## config.mk

```make
export PLATFORM = sky130hd
export DESIGN_NAME = activation_requant_packer
export DESIGN_NICKNAME = d
export VERILOG_FILES = /design/src/rtl/activation_requant_packer.sv
export SDC_FILE = /design/constraint.sdc
export NUM_CORES = 1
export LEC_CHECK = 0
export ABC_AREA = 1
export ABC_CLOCK_PERIOD_IN_PS = 3350
export CORE_MARGIN = 4
export CORE_UTILIZATION = 52
export CTS_CLUSTER_SIZE = 20
export DETAILED_ROUTE_END_ITERATION = 8
export MAX_ROUTING_LAYER = met4
export PLACE_DENSITY_LB_ADDON = 0.05
export SLEW_MARGIN = 15
export SYNTH_ARGS = -nofsm -noshare
export SYNTH_HDL_FRONTEND = slang
export SYNTH_SLANG_ARGS = --single-unit
```

## constraint.sdc

```tcl
create_clock -name clk -period 3.35 [get_ports clk]
set_input_delay 0.67 -clock clk [delete_from_list [all_inputs] [get_ports clk]]
set_output_delay 0.67 -clock clk [all_outputs]
set_load 0.03 [all_outputs]
```

## src/rtl/activation_requant_packer.sv

```systemverilog
// Requantizes 16-bit signed ReLU activations to 8-bit and packs four
// consecutive results into one lane vector, with valid/ready on both sides.
module activation_requant_packer #(
  parameter int SHIFT = 4,
  parameter int ROUND = 1
) (
  input  logic               clk,
  input  logic               rst,
  input  logic signed [15:0] in_data,
  input  logic               in_valid,
  output logic               in_ready,
  input  logic               flush,
  output logic        [7:0]  out_lane0,
  output logic        [7:0]  out_lane1,
  output logic        [7:0]  out_lane2,
  output logic        [7:0]  out_lane3,
  output logic               out_sat,
  output logic               out_valid,
  input  logic               out_ready
);

  typedef enum logic {COLLECT, HOLD} state_t;

  localparam logic signed [17:0] RND = (ROUND != 0) ? 18'(1 << (SHIFT - 1)) : 18'd0;

  state_t      state_q, state_d;
  logic [1:0]  idx_q, idx_d;
  logic [7:0]  lane_q [4];
  logic [7:0]  lane_d [4];
  logic        sat_q, sat_d;

  logic signed [17:0] sum;
  logic signed [17:0] shifted;
  logic        [7:0]  q8;
  logic               samp_sat;
  logic               accept;

  always_comb begin
    sum      = {{2{in_data[15]}}, in_data} + RND;
    shifted  = sum >>> SHIFT;
    samp_sat = 1'b0;
    q8       = shifted[7:0];
    if (shifted < 18'sd0) begin
      q8 = 8'd0;
    end else if (shifted > 18'sd127) begin
      q8       = 8'd127;
      samp_sat = 1'b1;
    end
  end

  // While a vector is held, a new sample may only enter in the cycle it is taken.
  assign in_ready = !rst && ((state_q == HOLD) ? out_ready : 1'b1);
  assign accept   = in_valid && in_ready;

  always_comb begin
    state_d = state_q;
    idx_d   = idx_q;
    sat_d   = sat_q;
    for (int i = 0; i < 4; i++) lane_d[i] = lane_q[i];

    case (state_q)
      COLLECT: begin
        if (accept) begin
          lane_d[idx_q] = q8;
          sat_d         = sat_q | samp_sat;
          idx_d         = idx_q + 2'd1;
          if (idx_q == 2'd3 || flush) begin
            for (int i = 0; i < 4; i++) begin
              if (i > int'(idx_q)) lane_d[i] = 8'd0;
            end
            state_d = HOLD;
            idx_d   = 2'd0;
          end
        end else if (flush && idx_q != 2'd0) begin
          for (int i = 0; i < 4; i++) begin
            if (i >= int'(idx_q)) lane_d[i] = 8'd0;
          end
          state_d = HOLD;
          idx_d   = 2'd0;
        end
      end
      HOLD: begin
        if (out_ready) begin
          state_d = COLLECT;
          for (int i = 0; i < 4; i++) lane_d[i] = 8'd0;
          sat_d = 1'b0;
          idx_d = 2'd0;
          if (accept) begin
            lane_d[0] = q8;
            sat_d     = samp_sat;
            idx_d     = 2'd1;
          end
        end
      end
      default: state_d = COLLECT;
    endcase
  end

  always_ff @(posedge clk) begin
    if (rst) begin
      state_q <= COLLECT;
      idx_q   <= 2'd0;
      sat_q   <= 1'b0;
      for (int i = 0; i < 4; i++) lane_q[i] <= 8'd0;
    end else begin
      state_q <= state_d;
      idx_q   <= idx_d;
      sat_q   <= sat_d;
      for (int i = 0; i < 4; i++) lane_q[i] <= lane_d[i];
    end
  end

  assign out_valid = (state_q == HOLD);
  assign out_sat   = sat_q;
  assign out_lane0 = lane_q[0];
  assign out_lane1 = lane_q[1];
  assign out_lane2 = lane_q[2];
  assign out_lane3 = lane_q[3];

endmodule
```

==> results_dict.tcl, run 1 <==
set metrics [dict create \
    reg2reg_depth 8 \
    ant_nets 0 \
    tns_ns 0 \
    post_cts_buffers 0 \
    intPower_uw 753.0 \
    initial_core_util_pct 54.28 \
    viasPerCell 5.140 \
    cts_tree "done" \
    cts-root-buf "clkbuf_8" \
    synth_warnings 0 \
    async_reset_ff_share_pct 0 \
    die_h_um 70.28 \
    path_class "in -> out" \
    worstPathArrival_ns 2.10 \
    seq_area_frac_synth_pct 35.73 \
    grt_pass1_wl_um 8010 \
    layout_min_cycle_time_ns 2.775 \
    n_antenna_cell 0 \
    cpPeakStageDelay_ns 0.68 \
    finClkSkew_ns 0.006536 \
    drc 0 \
    status "complete, no violations" \
    antenna_found_initial 0 \
    die-area_sq_um 4939 \
    fin_nets 384 \
    crit_chain "clkdlybuf4s50_1 > inv_1 > nand2_2 > inv_2 > nor2_4 > clkdlybuf4s50_1" \
    p_clk_share_pct 41.4 \
    dr.pass1.iters 4 \
    hp-class "reg -> reg" \
    cpMostUsedCell "clkdlybuf4s50_1" \
    vias 2092 \
    tightestPinTransition_ns 0.6877 \
    routabilityCongestion 0.8948 \
    cts_resized 0 \
    routedWlPerCell_um 11.69 \
    critPathLaunchType "primary input" \
    power.density_nw_per_um2 374.0 \
    drive_above_1_share_pct 8.635 \
    worstHoldPathCells 2 \
    dpl.hpwl_um 3600 \
    min_to "lane_q[3][7]" \
    fmax_mhz 360.4 \
    clkSlewWorstSetupHoldPaths_ns 0.07 \
    cts_buffers 5 \
    relSlewSlack_pct 53.67 \
    cts-hold-fix-buffers 0 \
    die_w_um 70.28 \
    hold-worst-slack_ns 0.4472 \
    syn_area_per_cell_sq_um 6.635 \
    grt_pass1_vias 1858 \
    p_leak_uw 0.001044 \
    sw_frac_of_total_pct 25.63 \
    drt-total-wl_um 4756 \
    ys_ff_latch 36 \
    dr.first_iter.drc_count 141 \
    switchingPower_uw 259.5 \
    finalCritPeriodShare_pct 82.83 \
    netlist_area_sq_um 2017 \
    drv_slew 0 \
    cts_buffer_depth 2 \
    p_comb_share_pct 15.6 \
    r2r_slack_ns 1.49 \
    r2r_end "lane_q[2][6]" \
    min_from "lane_q[3][7]" \
    r2r_start "idx_q[0]" \
    synth-main-ff-cell "dfxtp_1" \
    synthCells 304 \
    synth_edf_count 0 \
    grt_remaining_overflow 0 \
    netlist-cell-type-count 28 \
    endpoint_kind "output port" \
    setup_viol 0 \
    syn_nets 330 \
    slowest_stage "clkdlybuf4s50_1" \
    rows 22 \
    seqPwrFrac_pct 43.1 \
    cts_sinks 36 \
    rsz0062_at_grt "no" \
    port_buffers 52 \
    ctsHtreeMaxLevel 2 \
    place_inst 399 \
    grt_util_all_layers_pct 20.10 \
    crit_fanout 3 \
    boundaryPins 56 \
    finalHoldViolations 0 \
    fin_util_pct 72.86 \
    cap_violations 0 \
    grt_start_max_net_pins 28 \
    ir_worst_vdd_uv 257.5 \
    clock_latency_ns 0.29 \
    area_growth_pct 34.24 \
    fin_cells 407 \
    coreArea_sq_um 3716 \
    crit_required_ns 2.68 \
]
[per-layer routing]
| layer | up-vias | global-route usage (%) | routed length, um |
|---|---|---|---|
| met2 | 55 | 32.64 | 2241 |
| li1 | 1083 | - | - |
| met4 | 0 | 6.383 | 49 |
| met1 | 949 | 24.82 | 2198 |
| met5 | - | - | 0 |
| met3 | 5 | 4.317 | 266 |
[power groups by stage]
stage	Clock, uW	Sequential [uW]	Combinational, uW
after floorplan	0	455	90.8
after global placement	0	446	155
after detailed placement	0	446	157
after CTS	419	436	158
after global routing	436	437	175
final	419	436	157
[cell usage in the layout (no fill, tap or decap), drive strengths merged]
master	instances
xor2	3
o221ai	1
nand2	108
o21ai	13
o211ai	1
o211a	1
o31ai	1
clkdlybuf4s50	52
ha	5
clkinv	1
xnor2	3
clkbuf	7
nand3b	1
bufinv	1
nor2	35
inv	33
a21oi	36
nand4	10
dfxtp	36
buf	1
and3	1
nand3	9
[metrics by stage]
step | area, sq um | power (uW) | worst slack [ns]
after global routing | 2708 | 1048 | 0.5050
final | 2708 | 1013 | 0.5753
after detailed placement | 2581 | 603.5 | 0.5658
after global placement | 2581 | 601.3 | 0.5753
after CTS | 2708 | 1013 | 0.5651
after floorplan | 2017 | 545.4 | 1.399
[worst max-delay path: cells and delay by family]
family | cells | cell delay, ns
and+or+nand+nor | 2 | 0.20
buffers and inverters | 4 | 1.23
[flip-flops by register name, summed over array words and instances (netlist names)]
signal	flops
idx_q	2
lane_q	32
out_sat	1
out_valid	1
[cells in the mapped netlist (all sizes together) (3+ instances only)]
cell,count,area [sq um]
o21ai,13,83.84
ha,5,62.56
nand3,9,45.04
a21oi,36,183.9
nand2,108,422.9
nand4,10,62.56
xnor2,3,26.28
dfxtp,36,720.7
xor2,3,26.28
inv,33,123.9
nor2,35,163.9
clkbuf,5,18.77
[area by class of cell]
cell class / count / area (sq um)
Clock buffer: 7 / 96.34
Clock inverter: 1 / 30.03
Fill cell: 326 / 1008
Inverter: 34 / 127.6
Multi-Input combinational cell: 228 / 1145
Sequential cell: 36 / 720.7
Tap cell: 48 / 60.06
Timing Repair Buffer: 53 / 528.0
[worst max path at each step]
stage,from,endpoint,cells after the start
floorplan,rst,lane_q[0][0],9
global placement,out_ready,in_ready,6
detailed placement,out_ready,in_ready,6
CTS,out_ready,in_ready,6
global route,out_ready,in_ready,6
finish,out_ready,in_ready,6
[cells by family after synthesis]
logic type	synth area share, %
AND/OR/NAND/NOR	35.11
adder cells (fa/ha/maj)	3.102
AO/OA/AOI/OAI	15.94
flip-flops	35.73
buffers and inverters	7.506
XOR/XNOR	2.606
Power figures use the tool's default switching activity.
==> run 2, diff against run 1 <==
--- a/config.mk
+++ b/config.mk
@@ -6,9 +6,9 @@
 export NUM_CORES = 1
 export LEC_CHECK = 0
 export ABC_AREA = 1
-export ABC_CLOCK_PERIOD_IN_PS = 3350
+export ABC_CLOCK_PERIOD_IN_PS = 2790
 export CORE_MARGIN = 4
-export CORE_UTILIZATION = 52
+export CORE_UTILIZATION = 48
 export CTS_CLUSTER_SIZE = 20
 export DETAILED_ROUTE_END_ITERATION = 8
 export MAX_ROUTING_LAYER = met4
==> constraint.sdc (replaced) <==
create_clock -name clk -period 2.79 [get_ports clk]
set_input_delay 0.558 -clock clk [delete_from_list [all_inputs] [get_ports clk]]
set_output_delay 0.558 -clock clk [all_outputs]
set_load 0.03 [all_outputs]
==> run 2 against run 1 <==
Effect of this change:
- non-clock buffer count unchanged
- clock skew down 0.0025 ns
- setup slack worse by 0.10 ns
- global-route usage hardly changed
- highest routed layer unchanged
- core utilization shrank 6.6 points
- total power increased by 6.8%
- clock power down 12%
- sequential power grew 20%
==> results_dict.tcl, run 2 (synthesis gave the netlist of run 1 again) <==
set metrics [dict create \
    clkSlewWorstSetupHoldPaths_ns 0.07 \
    crit_required_ns 2.96 \
    crit_fanout 8 \
    grt_remaining_overflow 0 \
    r2r_start "idx_q[0]" \
    grt_start_max_net_pins 28 \
    finalCritPeriodShare_pct 83.10 \
    routedWlPerCell_um 11.82 \
    status "complete, no violations" \
    cts-hold-fix-buffers 0 \
    fmax_mhz 431.3 \
    min_from "lane_q[3][7]" \
    clock_latency_ns 0.29 \
    cts_sinks 36 \
    setup_viol 0 \
    dr.pass1.iters 4 \
    rsz0062_at_grt "no" \
    critPathLaunchType "primary input" \
    cap_violations 0 \
    viasPerCell 5.000 \
    finalHoldViolations 0 \
    critPathCapture "lane_q[1][6]" \
    reg2reg_depth 6 \
    tns_ns 0 \
    drc 0 \
    finalPower_uw 1081 \
    cts_buffers 5 \
    grt_pass1_vias 1896 \
    drt-total-wl_um 4834 \
    ctsHtreeMaxLevel 2 \
    boundaryPins 56 \
    cts-root-buf "clkbuf_8" \
    cts_resized 0 \
    post_cts_buffers 0 \
    rows 23 \
    ir_worst_vdd_uv 285.8 \
    crit_path_start "in_data[4]" \
    cts_buffer_depth 2 \
    tightestPinTransition_ns 0.7905 \
    final_cell_mix "nand2_1 (105), clkdlybuf4s50_1 (51), dfxtp_1 (36), a21oi_1 (35), nor2_1 (28)" \
    area_growth_pct 32.32 \
    dr.first_iter.drc_count 98 \
    relSlewSlack_pct 46.74 \
    worstPathArrival_ns 2.49 \
    regMostFlops "lane_q" \
    top_regs "lane_q x32, idx_q x2" \
    drive_above_1_share_pct 8.914 \
    antenna_found_initial 0 \
    die_h_um 72.82 \
    die-area_sq_um 5303 \
    vias 2045 \
    fin_nets 384 \
    grt_pass1_wl_um 8307 \
    path_class "in -> reg" \
    finClkSkew_ns 0.004034 \
    initial_core_util_pct 50.06 \
    hp-class "reg -> reg" \
    p_leak_uw 0.001028 \
    cts_tree "done" \
    die_w_um 72.82 \
    nFillCells 395 \
    power.density_nw_per_um2 405.1 \
    routabilityCongestion 0.8519 \
    layout_commonest_cell "nand2_1" \
    n_antenna_cell 0 \
    layout_min_cycle_time_ns 2.318 \
    r2r_slack_ns 0.88 \
    port_buffers 52 \
    ant_nets 0 \
    coreArea_sq_um 4029 \
    endpoint_kind "register" \
    r2r_end "lane_q[1][1]" \
    drv_slew 0 \
    grt_util_all_layers_pct 20.08 \
    largest_reg_flops 32 \
    dpl.hpwl_um 3753 \
]
## run 2: metal layers
layer  global-route usage [%]  share of wire (%)  vias up
li1                         -                  -     1081
met1                    25.98                 48      916
met2                    32.06                 47       42
met3                    4.270                4.5        6
met4                    4.918               0.74        0
met5                        -                  0        -
## run 2: worst min path at each step
stage | to | slack, ns | depth (start not counted)
5_1_grt | lane_q[0][7] | 0.46 | 2
4_1_cts | lane_q[3][7] | 0.45 | 2
3_3_place_gp | lane_q[3][7] | 0.43 | 2
3_5_place_dp | lane_q[3][7] | 0.43 | 2
2_1_floorplan | idx_q[1] | 0.47 | 2
6_report | lane_q[3][7] | 0.44 | 2
## run 2: area by class of cell
class	count	area (sq um)	area share, %
Timing Repair Buffer	53	525.5	19.69
Multi-Input combinational cell	228	1145	42.90
Clock buffer	5	68.82	2.579
Clock inverter	3	18.77	0.7032
Inverter	34	127.6	4.782
Tap cell	50	62.56	2.344
Sequential cell	36	720.7	27.00
## run 2: power by group
part | switching (uW) | total, uW | leakage [uW] | internal (uW)
registers | 4.49 | 524 | 0.000291 | 520
clock network | 194 | 368 | 0.0000479 | 174
logic | 121 | 190 | 0.000689 | 68.8
total | 319 | 1080 | 0.00103 | 762
## run 2: metrics by stage
step                cells  instance area (sq um)  hold slack, ns  setup WS, ns  utilization, %
finish                409                   2669          0.4437        0.4716           66.24
global route          409                   2669          0.4616        0.2243           66.24
CTS                   409                   2669          0.4454        0.4808           66.24
detailed placement    401                   2581          0.4345        0.1715           64.07
global placement      401                   2581          0.4302        0.1821           64.07
floorplan             304                   2017          0.4729        0.9506               -
## run 2: critical path: stages
cell             delay [ns]
clkdlybuf4s50_1        0.50
ha_1                   0.21
nand2_1                0.08
nor2_2                 0.21
nand3_1                0.11
nand2_1                0.07
nand2_1                0.08
nor2_4                 0.19
nand4_1                0.10
nand2_1                0.18
nand2_1                0.07
nand2_1                0.08
a21oi_1                0.05
==> run 3, diff against run 2 <==
--- a/config.mk
+++ b/config.mk
@@ -6,9 +6,9 @@
 export NUM_CORES = 1
 export LEC_CHECK = 0
 export ABC_AREA = 1
-export ABC_CLOCK_PERIOD_IN_PS = 2790
+export ABC_CLOCK_PERIOD_IN_PS = 2000
 export CORE_MARGIN = 4
-export CORE_UTILIZATION = 48
+export CORE_UTILIZATION = 43
 export CTS_CLUSTER_SIZE = 20
 export DETAILED_ROUTE_END_ITERATION = 8
 export MAX_ROUTING_LAYER = met4
==> constraint.sdc (replaced) <==
create_clock -name clk -period 2 [get_ports clk]
set_input_delay 0.4 -clock clk [delete_from_list [all_inputs] [get_ports clk]]
set_output_delay 0.4 -clock clk [all_outputs]
set_load 0.03 [all_outputs]
==> run 3 against run 2 <==
Effect of this change:
- combinational power rose by 72%
- largest cell class unchanged
- largest power group unchanged
- flip-flop and latch count did not move
- sequential power rose by 40%
- core utilization rose by 1.4 points
==> results_dict.tcl, run 3 (synthesis gave the netlist of run 1 again) <==
set metrics [dict create \
    layout_commonest_cell "nand2_1" \
    dpl.hpwl_um 4060 \
    ant_nets 0 \
    grt_pass1_vias 1981 \
    r2r_slack_ns 0.20 \
    wl_met1_um 2293 \
    tightestPinTransition_ns 0.4076 \
    fmax_mhz 531.1 \
    routabilityCongestion 0.8321 \
    rows 24 \
    dr.pass1.iters 4 \
    die-area_sq_um 5850 \
    routedWlPerCell_um 11.68 \
    initial_core_util_pct 45.38 \
    hold-worst-slack_ns 0.4388 \
    finalCritPeriodShare_pct 94.15 \
    vias 2190 \
    fin_cells 445 \
    cts_sinks 36 \
    grt_start_max_net_pins 28 \
    endpoint_kind "register" \
    cts-root-buf "clkbuf_8" \
    n_antenna_cell 0 \
    final_cell_mix "nand2_1 (96), clkdlybuf4s50_1 (46), dfxtp_1 (36), buf_4 (36), a21oi_1 (35)" \
    min_from "lane_q[0][7]" \
    fin_nets 418 \
    finClkSkew_ns 0.007505 \
    path_class "in -> reg" \
    drive_above_1_share_pct 20.36 \
    status "complete, no violations" \
    setup_viol 0 \
    regMostFlops "lane_q" \
    die_h_um 76.49 \
    antenna_found_initial 0 \
    worstHoldPathCells 2 \
    grt_remaining_overflow 0 \
    rsz0062_at_grt "no" \
    ctsHtreeMaxLevel 2 \
    worstPathArrival_ns 2.05 \
    crit_required_ns 2.17 \
    drv_slew 0 \
    layout_min_cycle_time_ns 1.883 \
    viasPerCell 4.921 \
    area_growth_pct 49.01 \
    cap_violations 0 \
    dr.first_iter.drc_count 89 \
    worst_slack_ns 0.1170 \
    p_leak_uw 0.001235 \
    critPathLaunchType "primary input" \
    relSlewSlack_pct 72.83 \
    power.density_nw_per_um2 531.3 \
    cts_tree "done" \
    grt_util_all_layers_pct 18.56 \
    cts_buffer_depth 2 \
    met2WireLength_um 2566 \
    drc 0 \
    min_to "lane_q[0][7]" \
    top_layer "met4" \
    boundaryPins 56 \
    drt-total-wl_um 5199 \
    hp-class "reg -> reg" \
    coreArea_sq_um 4444 \
    cts_buffers 5 \
    finalHoldViolations 0 \
    clock_latency_ns 0.29 \
    r2r_end "lane_q[0][0]" \
    r2r_start "idx_q[1]" \
    die_w_um 76.49 \
    port_buffers 52 \
    wl_met3_um 276 \
    crit_fanout 8 \
    grt_pass1_wl_um 8769 \
    finalPower_uw 1597 \
    place_inst 434 \
    ir_worst_vdd_uv 406.4 \
    clkSlewWorstSetupHoldPaths_ns 0.07 \
    dp_slack_ns -0.3785 \
    top_regs "lane_q x32, idx_q x2" \
    nFillCells 401 \
    largest_reg_flops 32 \
    reg2reg_depth 8 \
]
[run 3: cell count changes in the layout (fill, tap and decap cells not counted), moves of 2 or more]
cell             delta
dlymetal6s2s_1      +5
buf_4              +34
nor2_1              -4
clkinv_2            -2
nand2_1             -9
nand2_2             +9
nor2_4              +4
clkdlybuf4s50_1     -5
[run 3: worst max path at each step]
stage	start	cells past startpoint	endpoint	slack, ns
2_1_floorplan	out_valid	10	lane_q[0][0]	0.27
3_3_place_gp	in_data[3]	13	lane_q[0][4]	-0.34
3_5_place_dp	in_data[3]	13	lane_q[3][3]	-0.38
4_1_cts	in_data[3]	13	lane_q[3][4]	0.003
5_1_grt	in_data[10]	12	lane_q[3][6]	0.007
6_report	in_data[7]	12	lane_q[3][2]	0.12
[run 3: through the flow]
step                      TNS (ns)  utilization, %  area, sq um
after floorplan                  0               -         2017
after global routing             0           67.62         3005
after global placement      -8.868           63.37         2816
after CTS                        0           65.77         2923
after detailed placement    -9.910           63.37         2816
final                            0           67.62         3005
[run 3: routing by layer]
metal  up-vias  track usage, %
met3         8           4.137
li1       1146               -
met1       981           21.36
met4         0           4.529
met5         -               -
met2        55           32.69
[run 3: worst max-delay path: stages]
cell	delay (ns)
clkdlybuf4s50_1	0.51
nand2_1	0.13
nor2_4	0.14
nand3_2	0.09
nand2_1	0.07
nand2_1	0.08
nor2_4	0.17
nand4_1	0.14
nand2_2	0.13
inv_1	0.07
nand2_1	0.07
a21oi_1	0.06
[run 3: what timing repair did]
item | in CTS | in global routing
pin swaps | 2 | 11
resized for setup | 4 | 20
buffers inserted | 0 | 3
setup endpoints to repair | 26 | 28
hold buffers | 0 | 0
[run 3: area by class of cell]
class | instances | area, sq um | area share (%)
tap | 52 | 65.06 | 2.165
timing repair buffer | 87 | 793.3 | 26.39
clock buffer | 7 | 86.33 | 2.873
inverter | 34 | 127.6 | 4.246
sequential | 36 | 720.7 | 23.98
clock inverter | 1 | 7.507 | 0.2498
multi-input combinational | 228 | 1205 | 40.09
[run 3: report_power, final]
part	switching, uW	total, uW	internal [uW]
sequential	5.95	731	725
combinational	186	327	141
clock	259	539	280
